==> config.mk <==
export PLATFORM = sky130hd
export DESIGN_NAME = i2c_bus_monitor
export DESIGN_NICKNAME = d
export VERILOG_FILES = /design/src/rtl/i2c_mon_pkg.sv /design/src/rtl/i2c_mon_filter.sv /design/src/rtl/i2c_bus_monitor.sv
export SDC_FILE = /design/constraint.sdc
export NUM_CORES = 1
export LEC_CHECK = 0
export CAP_MARGIN = 40
export CORE_MARGIN = 2
export CORE_UTILIZATION = 30
export DETAILED_ROUTE_END_ITERATION = 6
export PLACE_DENSITY_LB_ADDON = 0.12
export SYNTH_ARGS = -nofsm -noshare
export SYNTH_HDL_FRONTEND = slang
export SYNTH_SLANG_ARGS = --single-unit
==> constraint.sdc <==
create_clock -name pclk -period 2.3 [get_ports pclk]
set_clock_uncertainty 0.15 [all_clocks]
set_input_delay 0.46 -clock pclk [delete_from_list [all_inputs] [get_ports pclk]]
set_output_delay 0.46 -clock pclk [all_outputs]
set_load 0.02 [all_outputs]
==> src/rtl/i2c_mon_pkg.sv <==
// Shared FSM state type and protocol constants for the I2C bus monitor.
package i2c_mon_pkg;

  typedef enum logic [1:0] {
    IDLE = 2'd0,
    ADDR = 2'd1,
    DATA = 2'd2,
    ACK  = 2'd3
  } mon_state_e;

  localparam int   BITS_PER_BYTE = 8;
  localparam logic ACK_LVL       = 1'b0;
  localparam logic NACK_LVL      = 1'b1;

endpackage

==> src/rtl/i2c_mon_filter.sv <==
// Synchroniser chain plus persistence glitch filter for one raw bus line.
// All flops preset to 1 so an idle bus is seen right out of reset.
module i2c_mon_filter #(
  parameter int SYNC_STAGES = 2,
  parameter int FILTER_LEN  = 3
) (
  input  logic clk_i,
  input  logic rst_ni,
  input  logic raw_i,
  output logic filt_o
);

  localparam logic [3:0] CNT_MAX = 4'(FILTER_LEN - 1);

  logic [SYNC_STAGES-1:0] sync_q;
  logic                   filt_q;
  logic [3:0]             cnt_q;
  logic                   samp;

  assign samp   = sync_q[SYNC_STAGES-1];
  assign filt_o = filt_q;

  // cnt_q counts consecutive samples that disagree with the filtered level
  always_ff @(posedge clk_i or negedge rst_ni) begin
    if (!rst_ni) begin
      sync_q <= '1;
      filt_q <= 1'b1;
      cnt_q  <= '0;
    end else begin
      sync_q <= {sync_q[SYNC_STAGES-2:0], raw_i};
      if (samp != filt_q) begin
        if (cnt_q == CNT_MAX) begin
          filt_q <= samp;
          cnt_q  <= '0;
        end else begin
          cnt_q <= cnt_q + 4'd1;
        end
      end else begin
        cnt_q <= '0;
      end
    end
  end

endmodule

==> src/rtl/i2c_bus_monitor.sv <==
// Passive I2C bus monitor: START/STOP detection, byte capture, error flagging.
// Event counters are built only when I2C_MON_COUNTERS_EN is defined.
module i2c_bus_monitor
  import i2c_mon_pkg::*;
#(
  parameter int SYNC_STAGES = 2,
  parameter int FILTER_LEN  = 3,
  parameter int CNT_W       = 16
) (
  input  logic             pclk,
  input  logic             presetn,
  input  logic             scl_i,
  input  logic             sda_i,
  input  logic             clr_cnt,
  output logic             bus_busy,
  output logic             start_pulse,
  output logic             rstart_pulse,
  output logic             stop_pulse,
  output logic             byte_valid,
  output logic [7:0]       byte_data,
  output logic             byte_is_addr,
  output logic             rw_bit,
  output logic             ack_bit,
  output logic             err_pulse,
  output logic [CNT_W-1:0] start_cnt,
  output logic [CNT_W-1:0] stop_cnt,
  output logic [CNT_W-1:0] byte_cnt,
  output logic [CNT_W-1:0] err_cnt
);

  logic scl_f, sda_f;
  logic scl_p_q, sda_p_q;

  i2c_mon_filter #(.SYNC_STAGES(SYNC_STAGES), .FILTER_LEN(FILTER_LEN)) u_scl_filt (
    .clk_i (pclk),
    .rst_ni(presetn),
    .raw_i (scl_i),
    .filt_o(scl_f)
  );

  i2c_mon_filter #(.SYNC_STAGES(SYNC_STAGES), .FILTER_LEN(FILTER_LEN)) u_sda_filt (
    .clk_i (pclk),
    .rst_ni(presetn),
    .raw_i (sda_i),
    .filt_o(sda_f)
  );

  logic start_det, stop_det, scl_rise, scl_fall;

  assign start_det = scl_f &  sda_p_q & ~sda_f;
  assign stop_det  = scl_f & ~sda_p_q &  sda_f;
  assign scl_rise  =  scl_f & ~scl_p_q;
  assign scl_fall  = ~scl_f &  scl_p_q;

  mon_state_e state_q, state_d;
  logic [3:0] bit_cnt_q, bit_cnt_d;
  logic [7:0] shift_q, shift_d;
  logic       is_addr_q, is_addr_d;
  logic       armed_q, armed_d;
  logic       first_hi_q, first_hi_d;
  logic       busy_q, busy_d;
  logic       start_q, start_d;
  logic       rstart_q, rstart_d;
  logic       stop_q, stop_d;
  logic       bv_q, bv_d;
  logic       err_q, err_d;
  logic [7:0] data_q, data_d;
  logic       isaddr_q, isaddr_d;
  logic       rw_q, rw_d;
  logic       ack_q, ack_d;
  logic       mid_byte;

  // A START/STOP inside the high phase of the first bit is the setup clock of
  // that START/STOP itself, not a truncated byte.
  assign mid_byte = (bit_cnt_q != 4'd0) && !(first_hi_q && (bit_cnt_q == 4'd1));

  always_ff @(posedge pclk or negedge presetn) begin
    if (!presetn) begin
      scl_p_q    <= 1'b1;
      sda_p_q    <= 1'b1;
      state_q    <= IDLE;
      bit_cnt_q  <= '0;
      shift_q    <= '0;
      is_addr_q  <= 1'b0;
      armed_q    <= 1'b0;
      first_hi_q <= 1'b0;
      busy_q     <= 1'b0;
      start_q    <= 1'b0;
      rstart_q   <= 1'b0;
      stop_q     <= 1'b0;
      bv_q       <= 1'b0;
      err_q      <= 1'b0;
      data_q     <= 8'h00;
      isaddr_q   <= 1'b0;
      rw_q       <= 1'b0;
      ack_q      <= NACK_LVL;
    end else begin
      scl_p_q    <= scl_f;
      sda_p_q    <= sda_f;
      state_q    <= state_d;
      bit_cnt_q  <= bit_cnt_d;
      shift_q    <= shift_d;
      is_addr_q  <= is_addr_d;
      armed_q    <= armed_d;
      first_hi_q <= first_hi_d;
      busy_q     <= busy_d;
      start_q    <= start_d;
      rstart_q   <= rstart_d;
      stop_q     <= stop_d;
      bv_q       <= bv_d;
      err_q      <= err_d;
      data_q     <= data_d;
      isaddr_q   <= isaddr_d;
      rw_q       <= rw_d;
      ack_q      <= ack_d;
    end
  end

  // armed_q stays low after reset until a START, so leftovers of an interrupted
  // transfer raise no events.
  always_comb begin
    state_d    = state_q;
    bit_cnt_d  = bit_cnt_q;
    shift_d    = shift_q;
    is_addr_d  = is_addr_q;
    armed_d    = armed_q;
    first_hi_d = first_hi_q;
    data_d     = data_q;
    isaddr_d   = isaddr_q;
    rw_d       = rw_q;
    ack_d      = ack_q;
    start_d    = 1'b0;
    rstart_d   = 1'b0;
    stop_d     = 1'b0;
    bv_d       = 1'b0;
    err_d      = 1'b0;

    if (start_det) begin
      armed_d    = 1'b1;
      is_addr_d  = 1'b1;
      bit_cnt_d  = '0;
      first_hi_d = 1'b0;
      state_d    = ADDR;
      err_d      = mid_byte;
      if (state_q == IDLE) start_d  = 1'b1;
      else                 rstart_d = 1'b1;
    end else if (stop_det) begin
      stop_d     = armed_q;
      err_d      = armed_q & mid_byte;
      bit_cnt_d  = '0;
      first_hi_d = 1'b0;
      state_d    = IDLE;
    end else if (scl_rise) begin
      case (state_q)
        ADDR, DATA: begin
          shift_d    = {shift_q[6:0], sda_f};
          bit_cnt_d  = bit_cnt_q + 4'd1;
          first_hi_d = (bit_cnt_q == 4'd0);
          if (bit_cnt_q == 4'(BITS_PER_BYTE - 1)) state_d = ACK;
        end
        ACK: begin
          ack_d     = (sda_f == ACK_LVL) ? ACK_LVL : NACK_LVL;
          bv_d      = 1'b1;
          data_d    = shift_q;
          isaddr_d  = is_addr_q;
          if (is_addr_q) rw_d = shift_q[0];
          is_addr_d = 1'b0;
          bit_cnt_d = '0;
          state_d   = DATA;
        end
        default: err_d = armed_q;
      endcase
    end else if (scl_fall) begin
      first_hi_d = 1'b0;
    end

    busy_d = (state_d != IDLE);
  end

  assign bus_busy     = busy_q;
  assign start_pulse  = start_q;
  assign rstart_pulse = rstart_q;
  assign stop_pulse   = stop_q;
  assign byte_valid   = bv_q;
  assign byte_data    = data_q;
  assign byte_is_addr = isaddr_q;
  assign rw_bit       = rw_q;
  assign ack_bit      = ack_q;
  assign err_pulse    = err_q;

`ifdef I2C_MON_COUNTERS_EN
  logic [CNT_W-1:0] start_cnt_q, stop_cnt_q, byte_cnt_q, err_cnt_q;

  // Counters step on the same edge as their pulse and hold at all-ones.
  always_ff @(posedge pclk or negedge presetn) begin
    if (!presetn) begin
      start_cnt_q <= '0;
      stop_cnt_q  <= '0;
      byte_cnt_q  <= '0;
      err_cnt_q   <= '0;
    end else if (clr_cnt) begin
      start_cnt_q <= '0;
      stop_cnt_q  <= '0;
      byte_cnt_q  <= '0;
      err_cnt_q   <= '0;
    end else begin
      if ((start_d | rstart_d) && (start_cnt_q != '1)) start_cnt_q <= start_cnt_q + CNT_W'(1);
      if (stop_d && (stop_cnt_q != '1))                stop_cnt_q  <= stop_cnt_q + CNT_W'(1);
      if (bv_d && (byte_cnt_q != '1))                  byte_cnt_q  <= byte_cnt_q + CNT_W'(1);
      if (err_d && (err_cnt_q != '1))                  err_cnt_q   <= err_cnt_q + CNT_W'(1);
    end
  end

  assign start_cnt = start_cnt_q;
  assign stop_cnt  = stop_cnt_q;
  assign byte_cnt  = byte_cnt_q;
  assign err_cnt   = err_cnt_q;
`else
  logic unused_clr;
  assign unused_clr = clr_cnt;
  assign start_cnt  = '0;
  assign stop_cnt   = '0;
  assign byte_cnt   = '0;
  assign err_cnt    = '0;
`endif

endmodule
==> results.md, run 1 <==
* Max Fclk at 486 MHz
* First-pass GRT wire length at ~6.9 mm
* Worst VDD drop at between 0.0002 and 0.0003 V
* Drt via density at 3.98
* Initial antenna violation count at 0
* Sequential element share of the synthesized area at 48.0%
* Ant. Diodes at 0
* RSZ-0062 raised after global routing: false
* Flop pwr share at between 40% and 50%
* Row cnt at 34
* Outcome: finished clean
* Layout cells sized above 1 at 12.5%
* Post-Syn Area at 2630 µm²
* Core area at between 8000 and 9000 µm²
* Vias in the first global route at ~1,400
* CTS tree: done
* Post-route minimum period at 2.06 ns
* IO Count at 86
* Overflow after GRT at 0
* Switching share of total power at 36.9%
* Largest family of logic cells by synthesized area: buffers and inverters
* Final Slew Violations at 0
* Post-synth cell types at 43
* Req. time, crit path at ~1.7 ns
* Drt pass-1 iters at 4
* Worst skew pair latency at about 0.31 ns
* DRC Markers at 0
* Tcrit/Tclk final at 89.4%
* Clock Tree Buf Depth at 2
* Multiplexer area fraction after synthesis at 8.98%
* Clk root buf: clkbuf_8
* Setup slack, reg-to-reg at 0.29 ns
* Pleak at approximately 1.4 nW
* Wirelength, routed at 4.01 mm
* Die W at slightly below 100 µm
* Routed via count at 1,475
* Final setup TNS at 0 ns
* Startpoint types: flop
* Design area at 2850 µm²
* Syn Area/Cell at 11.2 µm²
* Power per Cell Area at 919 nW/µm²
* Synth Area in Compound Gates at 5.85%
* WP buf/inv at 1
* Starting Density at 30.6%
* Cell-internal power at 1.65 mW
* Cell family with most CP delay: buffers and inverters
* Slowest-stage cell, CP: clkdlybuf4s50_1
* Global Route Usage Sum at 8.87%
* Fin cells at around 370
* Post-synthesis xor/xnor area fraction at 2.33%
* CTS Sinks at 50
* Area of placed instances at roughly 2700 µm²
* Placed cells at 362
* Synthesized flop and latch total at 50
* Clock power frac at 20.7%
* Synth Warn # at 0
* Post-synthesis simple-gate area fraction at 10.4%
* Setup-failing EPs final at 0
* Post-synthesis cell count at ~240
* Post-CTS Setup Bufs at 0
* Critical Path AT at 1.45 ns
* Critical path class: reg2out
* Clock-pin slew on the worst setup and hold paths at 0.10 ns
* Post-synth ARST share at 100%
* Synth-to-Final Area Change at 8.08%
* Inserted Clock Buffers at 5
* IO buf count at 20
* Hold crit path type: reg2reg
* Max-cap violation count at 0
* Combinational share of power at ~33%
* Routed WL per cell at 10.8 µm
* Fin nets at ~280
* Antenna viol nets, final at 0
* P_sw at between 0.9 and 1 mW
* Synth top area share at about two fifths
* Main flop type after synthesis: dfrtp_1
* Post-synth EDFFs at 0
* Crit-path max FO at 2
* 1st-iter DRT viols at 51
* Crit-path max cell delay at about 0.60 ns
* Die Ht at 97.7 µm
* Post-Synth Adder-Cell Area at around 3.8%
* Crit end category: primary output
* Synth area leaders: dfrtp_1 (39%), buf_4 (18%), dfstp_2 (9.0%)
* Critical-path cell list: clkdlybuf4s50_1
* H-tree Lvls at 2
* Pin count of the biggest net entering global routing at 35
* Post-synth top area cell: dfrtp_1
* Die area at 9540 µm²
* Post-DP HPWL at roughly 2.8 mm
* Fin. Hold Viols at 0
* Routability cong. at a little under 0.7
metal layers:
metal	GRT usage, %	vias up	part of all wire [%]
met4	3.53	0	1.7
met2	13.2	46	44
met5	0	-	0
met3	2.66	7	5.5
met1	12.1	714	49
li1	-	708	-
cells in the mapped netlist (all sizes together), types with 2 or more instances:
cell type and n:
dfstp 9, o21ai 5, nor4b 3, nor2b 3
nor3b 3, ha 8, nand3 5, and2 3
inv 7, dfrtp 41, nor2 15, nand2 6
nand2b 3, or4 2, xor2 5, a211oi 2
a31oi 2, nand4 2, a21oi 7, buf 69
mux2 21, xnor2 2
state kept, by name, summed over array words and instances (netlist names):
name               cells
u_sda_filt.cnt_q       4
u_sda_filt.sync_q      2
bit_cnt_q              4
stop_pulse             1
shift_q                8
scl_p_q                1
rstart_pulse           1
byte_valid             1
rw_bit                 1
is_addr_q              1
start_pulse            1
u_sda_filt.filt_o      1
ack_bit                1
u_scl_filt.sync_q      2
byte_is_addr           1
err_pulse              1
u_scl_filt.filt_o      1
sda_p_q                1
byte_data              8
armed_q                1
u_scl_filt.cnt_q       4
bus_busy               1
first_hi_q             1
state_q                2
worst paths after layout:
kind	from	to	cells past startpoint
setup / recovery	ack_bit	ack_bit	1
hold / removal	u_scl_filt.sync_q[0]	u_scl_filt.sync_q[1]	0
setup reg to reg	state_q[0]	bus_busy	7
hold reg to reg	u_scl_filt.sync_q[0]	u_scl_filt.sync_q[1]	0
max in group asynchronous	presetn	u_sda_filt.sync_q[1]	3
min in group asynchronous	presetn	err_pulse	2
placed cells by master, fill, tap and decap left out, types with 6 or more instances in the layout:
master,netlist,layout
a21oi_1,7,7
clkdlybuf4s50_1,0,19
conb_1,1,64
dfrtp_1,41,41
dfstp_2,9,9
ha_1,8,8
inv_1,6,6
mux2_1,18,18
nor2_1,15,15
cells by family after synthesis:
| kind of cell | Yosys count |
|---|---|
| compound gates | 23 |
| flops | 50 |
| fa+ha+maj | 8 |
| mux | 21 |
| simple gates | 48 |
| other cells | 1 |
| xor+xnor | 7 |
| buf+inv | 77 |
timing repair:
| action | CTS | global route |
|---|---|---|
| endpoints found under the hold margin | 12 | 0 |
| hold buffers | 1 | 0 |
| resized for setup | 0 | 0 |
per-stage QoR:
step	util, %	setup WS (ns)	total power, mW	hold slack, ns
4_1_cts	33.1	0.224	2.66	0.211
3_3_place_gp	31.9	0.282	2.10	0.196
6_report	33.1	0.244	2.61	0.210
5_1_grt	33.1	0.0738	2.82	0.215
3_5_place_dp	31.9	0.317	2.10	0.197
2_1_floorplan	-	0.356	1.93	0.0144
power groups by stage:
| stage | logic, mW | registers, mW | clock network, mW |
|---|---|---|---|
| 5_1_grt | 0.985 | 1.24 | 0.592 |
| 4_1_cts | 0.881 | 1.21 | 0.566 |
| 3_3_place_gp | 0.875 | 1.22 | 0 |
| 3_5_place_dp | 0.873 | 1.23 | 0 |
| 6_report | 0.866 | 1.21 | 0.542 |
| 2_1_floorplan | 0.698 | 1.23 | 0 |
layout make-up:
cell class | instances | area (µm²)
fillers | 921 | 5750
flip-flops and latches | 50 | 1260
multi-input cells | 171 | 1060
repair buffers | 27 | 263
well taps | 108 | 135
clock buffers | 5 | 68.8
inverters | 7 | 26.3
clock inverters | 3 | 25.0
Power figures use the tool's default switching activity.
==> inputs of run 2 (changes only) <==
--- a/config.mk
+++ b/config.mk
@@ -6,7 +6,7 @@
 export NUM_CORES = 1
 export LEC_CHECK = 0
 export CAP_MARGIN = 40
-export CORE_MARGIN = 2
+export CORE_MARGIN = 3
 export CORE_UTILIZATION = 30
 export DETAILED_ROUTE_END_ITERATION = 6
 export PLACE_DENSITY_LB_ADDON = 0.12
==> results.md, run 2 (synthesis gave the netlist of run 1 again) <==
* Final setup TNS at 0 ns (unchanged)
* Clk root buf: clkbuf_8
* Worst skew pair latency at 0.30 ns (about the same)
* Critical path class: reg2reg
* Design area at 2840 µm² (-0.13%)
* Routed WL per cell at 11.2 µm (+3.9%)
* First-pass GRT wire length at 6.98 mm (+1.6%)
* Worst VDD drop at 0.000364 V (+26%)
* Area of placed instances at 2750 µm² (+0.14%)
* Clock-pin slew on the worst setup and hold paths at 0.09 ns (about the same)
* Setup ws final at 0.255 ns (+0.0103 ns)
* CTS tree: done
* Req. time, crit path at 2.34 ns (+0.65 ns)
* CTS Sinks at 50 (unchanged)
* P_sw at 0.943 mW (-2.3%)
* Flop pwr share at 46.5% (+0.4 points)
* Power per Cell Area at 914 nW/µm² (-0.56%)
* RSZ-0062 raised after global routing: false
* Setup-failing EPs final at 0 (unchanged)
* Layout cells sized above 1 at 12.5% (-0.048 points)
* Post-route minimum period at 2.05 ns (-0.0103 ns)
* Combinational share of power at 33.9% (+0.8 points)
* DRC Markers at 0 (unchanged)
* Wirelength, routed at 4.15 mm (+3.4%)
* Drt pass-1 iters at 4 (unchanged)
* Drt via density at 3.99 (+0.34%)
* Pwr Total at 2.60 mW (-0.69%)
* Max Fclk at 489 MHz (+0.50%)
* IO buf count at 20 (unchanged)
* Tcrit/Tclk final at 88.9% (-0.45 points)
* Max-cap violation count at 0 (unchanged)
* Die Ht at 99.7 µm (+2.0%)
* Routability cong. at 0.670 (-2.2%)
* Switching share of total power at 36.3% (-0.61 points)
* Cell-internal power at 1.65 mW (+0.27%)
* Relative slew margins at 65.8%
* Slew @ Worst Pin at 0.513 ns
* Post-CTS Resized at 0 (unchanged)
* Clock Tree Buf Depth at 2 (unchanged)
* Critical Path AT at 2.09 ns (+0.64 ns)
* Crit-path max FO at 4 (+2)
* Ant. Diodes at 0 (unchanged)
* H-tree Lvls at 2 (unchanged)
* Die W at 99.7 µm (+2.0%)
* Overflow after GRT at 0 (unchanged)
* Core area at 8380 µm² (-2.5%)
* Multi-input logic area at 1060 µm² (unchanged)
* Crit end category: flop
* Place WS at 0.301 ns (-0.0152 ns)
* Pleak at 1.40 nW (+0.40%)
* IO Count at 86 (unchanged)
* Antenna viol nets, final at 0 (unchanged)
* Outcome: finished clean
* Global Route Usage Sum at 8.84% (-0.030 points)
* Fin. Hold Viols at 0 (unchanged)
* Hold crit path type: reg2reg
* Hold path depth at 0 (unchanged)
* Fin cells at 369 (-0.54%)
* Post-layout util at 33.9% (+0.79 points)
* Flip-flop and latch area at 1260 µm² (unchanged)
* Most frequent cells in the layout: conb_1 (64), dfrtp_1 (41), clkdlybuf4s50_1 (19)
* Initial antenna violation count at 0 (unchanged)
* Placed cells at 360 (-0.55%)
* Inserted Clock Buffers at 5 (unchanged)
* 1st-iter DRT viols at 35 (-31%)
* Startpoint types: flop
* Routed via count at 1,472 (-0.20%)
* Most common cell after layout, fill and taps aside: conb_1
* Clock power frac at 19.5% (-1.2 points)
* Worst r2r path cells at 7 (unchanged)
* Final Slew Violations at 0 (unchanged)
* Synth-to-Final Area Change at 7.94%
* Fillers at 857 (-6.9%)
* Post-DP HPWL at 2.98 mm (+5.5%)
* Vias in the first global route at 1,464 (+5.9%)
* Die area at 9940 µm² (+4.1%)
* Fin nets at 276 (+0.36%)
* Pin count of the biggest net entering global routing at 31 (-11%)
* Starting Density at 31.4% (+0.77 points)
* Row cnt at 33 (-2.9%)
* Hold_ws at 0.209 ns (-0.000492 ns)
## run 2: worst max-delay path: stages, from the launching register on
cell     delay [ns]
dfrtp_1        0.40
inv_1          0.09
ha_1           0.36
nor4b_1        0.34
buf_4          0.18
a31oi_2        0.04
a21o_1         0.18
a32o_1         0.20
## run 2: final cells by class
| class | count | share of cell area, % |
|---|---|---|
| clock inverters | 2 | 0.484 |
| inverters | 7 | 0.925 |
| multi-input cells | 171 | 37.5 |
| clock buffers | 6 | 2.55 |
| repair buffers | 28 | 9.51 |
| well taps | 105 | 4.62 |
| flip-flops and latches | 50 | 44.4 |
## run 2: final timing paths
check                                     start              endpoint  slack (ns)
setup / recovery                     state_q[0]              bus_busy        0.25
setup reg to reg                     state_q[0]              bus_busy        0.25
max in group asynchronous               presetn               sda_p_q        0.88
hold / removal             u_scl_filt.sync_q[0]  u_scl_filt.sync_q[1]        0.21
hold reg to reg            u_scl_filt.sync_q[0]  u_scl_filt.sync_q[1]        0.21
min in group asynchronous               presetn   u_sda_filt.cnt_q[0]        0.52
## run 2: per-layer routing
metal  global-route usage, %  up-vias  part of all wire, %
met5                       0        -                    0
met4                    3.78        0                  1.6
met3                    2.31        7                  4.7
met2                    13.8       43                   48
met1                    11.6      715                   46
li1                        -      707                    -
## run 2: repair_timing
item / CTS / global route
buffers inserted: 0 / 0
hold endpoints to repair: 18 / 0
hold buffers: 1 / 0
## run 2: power by group through the flow
| stage | Clock, mW | Combinational [mW] | Sequential (mW) |
|---|---|---|---|
| after global routing | 0.565 | 1.01 | 1.24 |
| final | 0.507 | 0.881 | 1.21 |
| after CTS | 0.536 | 0.896 | 1.21 |
| after global placement | 0 | 0.887 | 1.22 |
| after detailed placement | 0 | 0.886 | 1.23 |
| after floorplan | 0 | 0.698 | 1.23 |
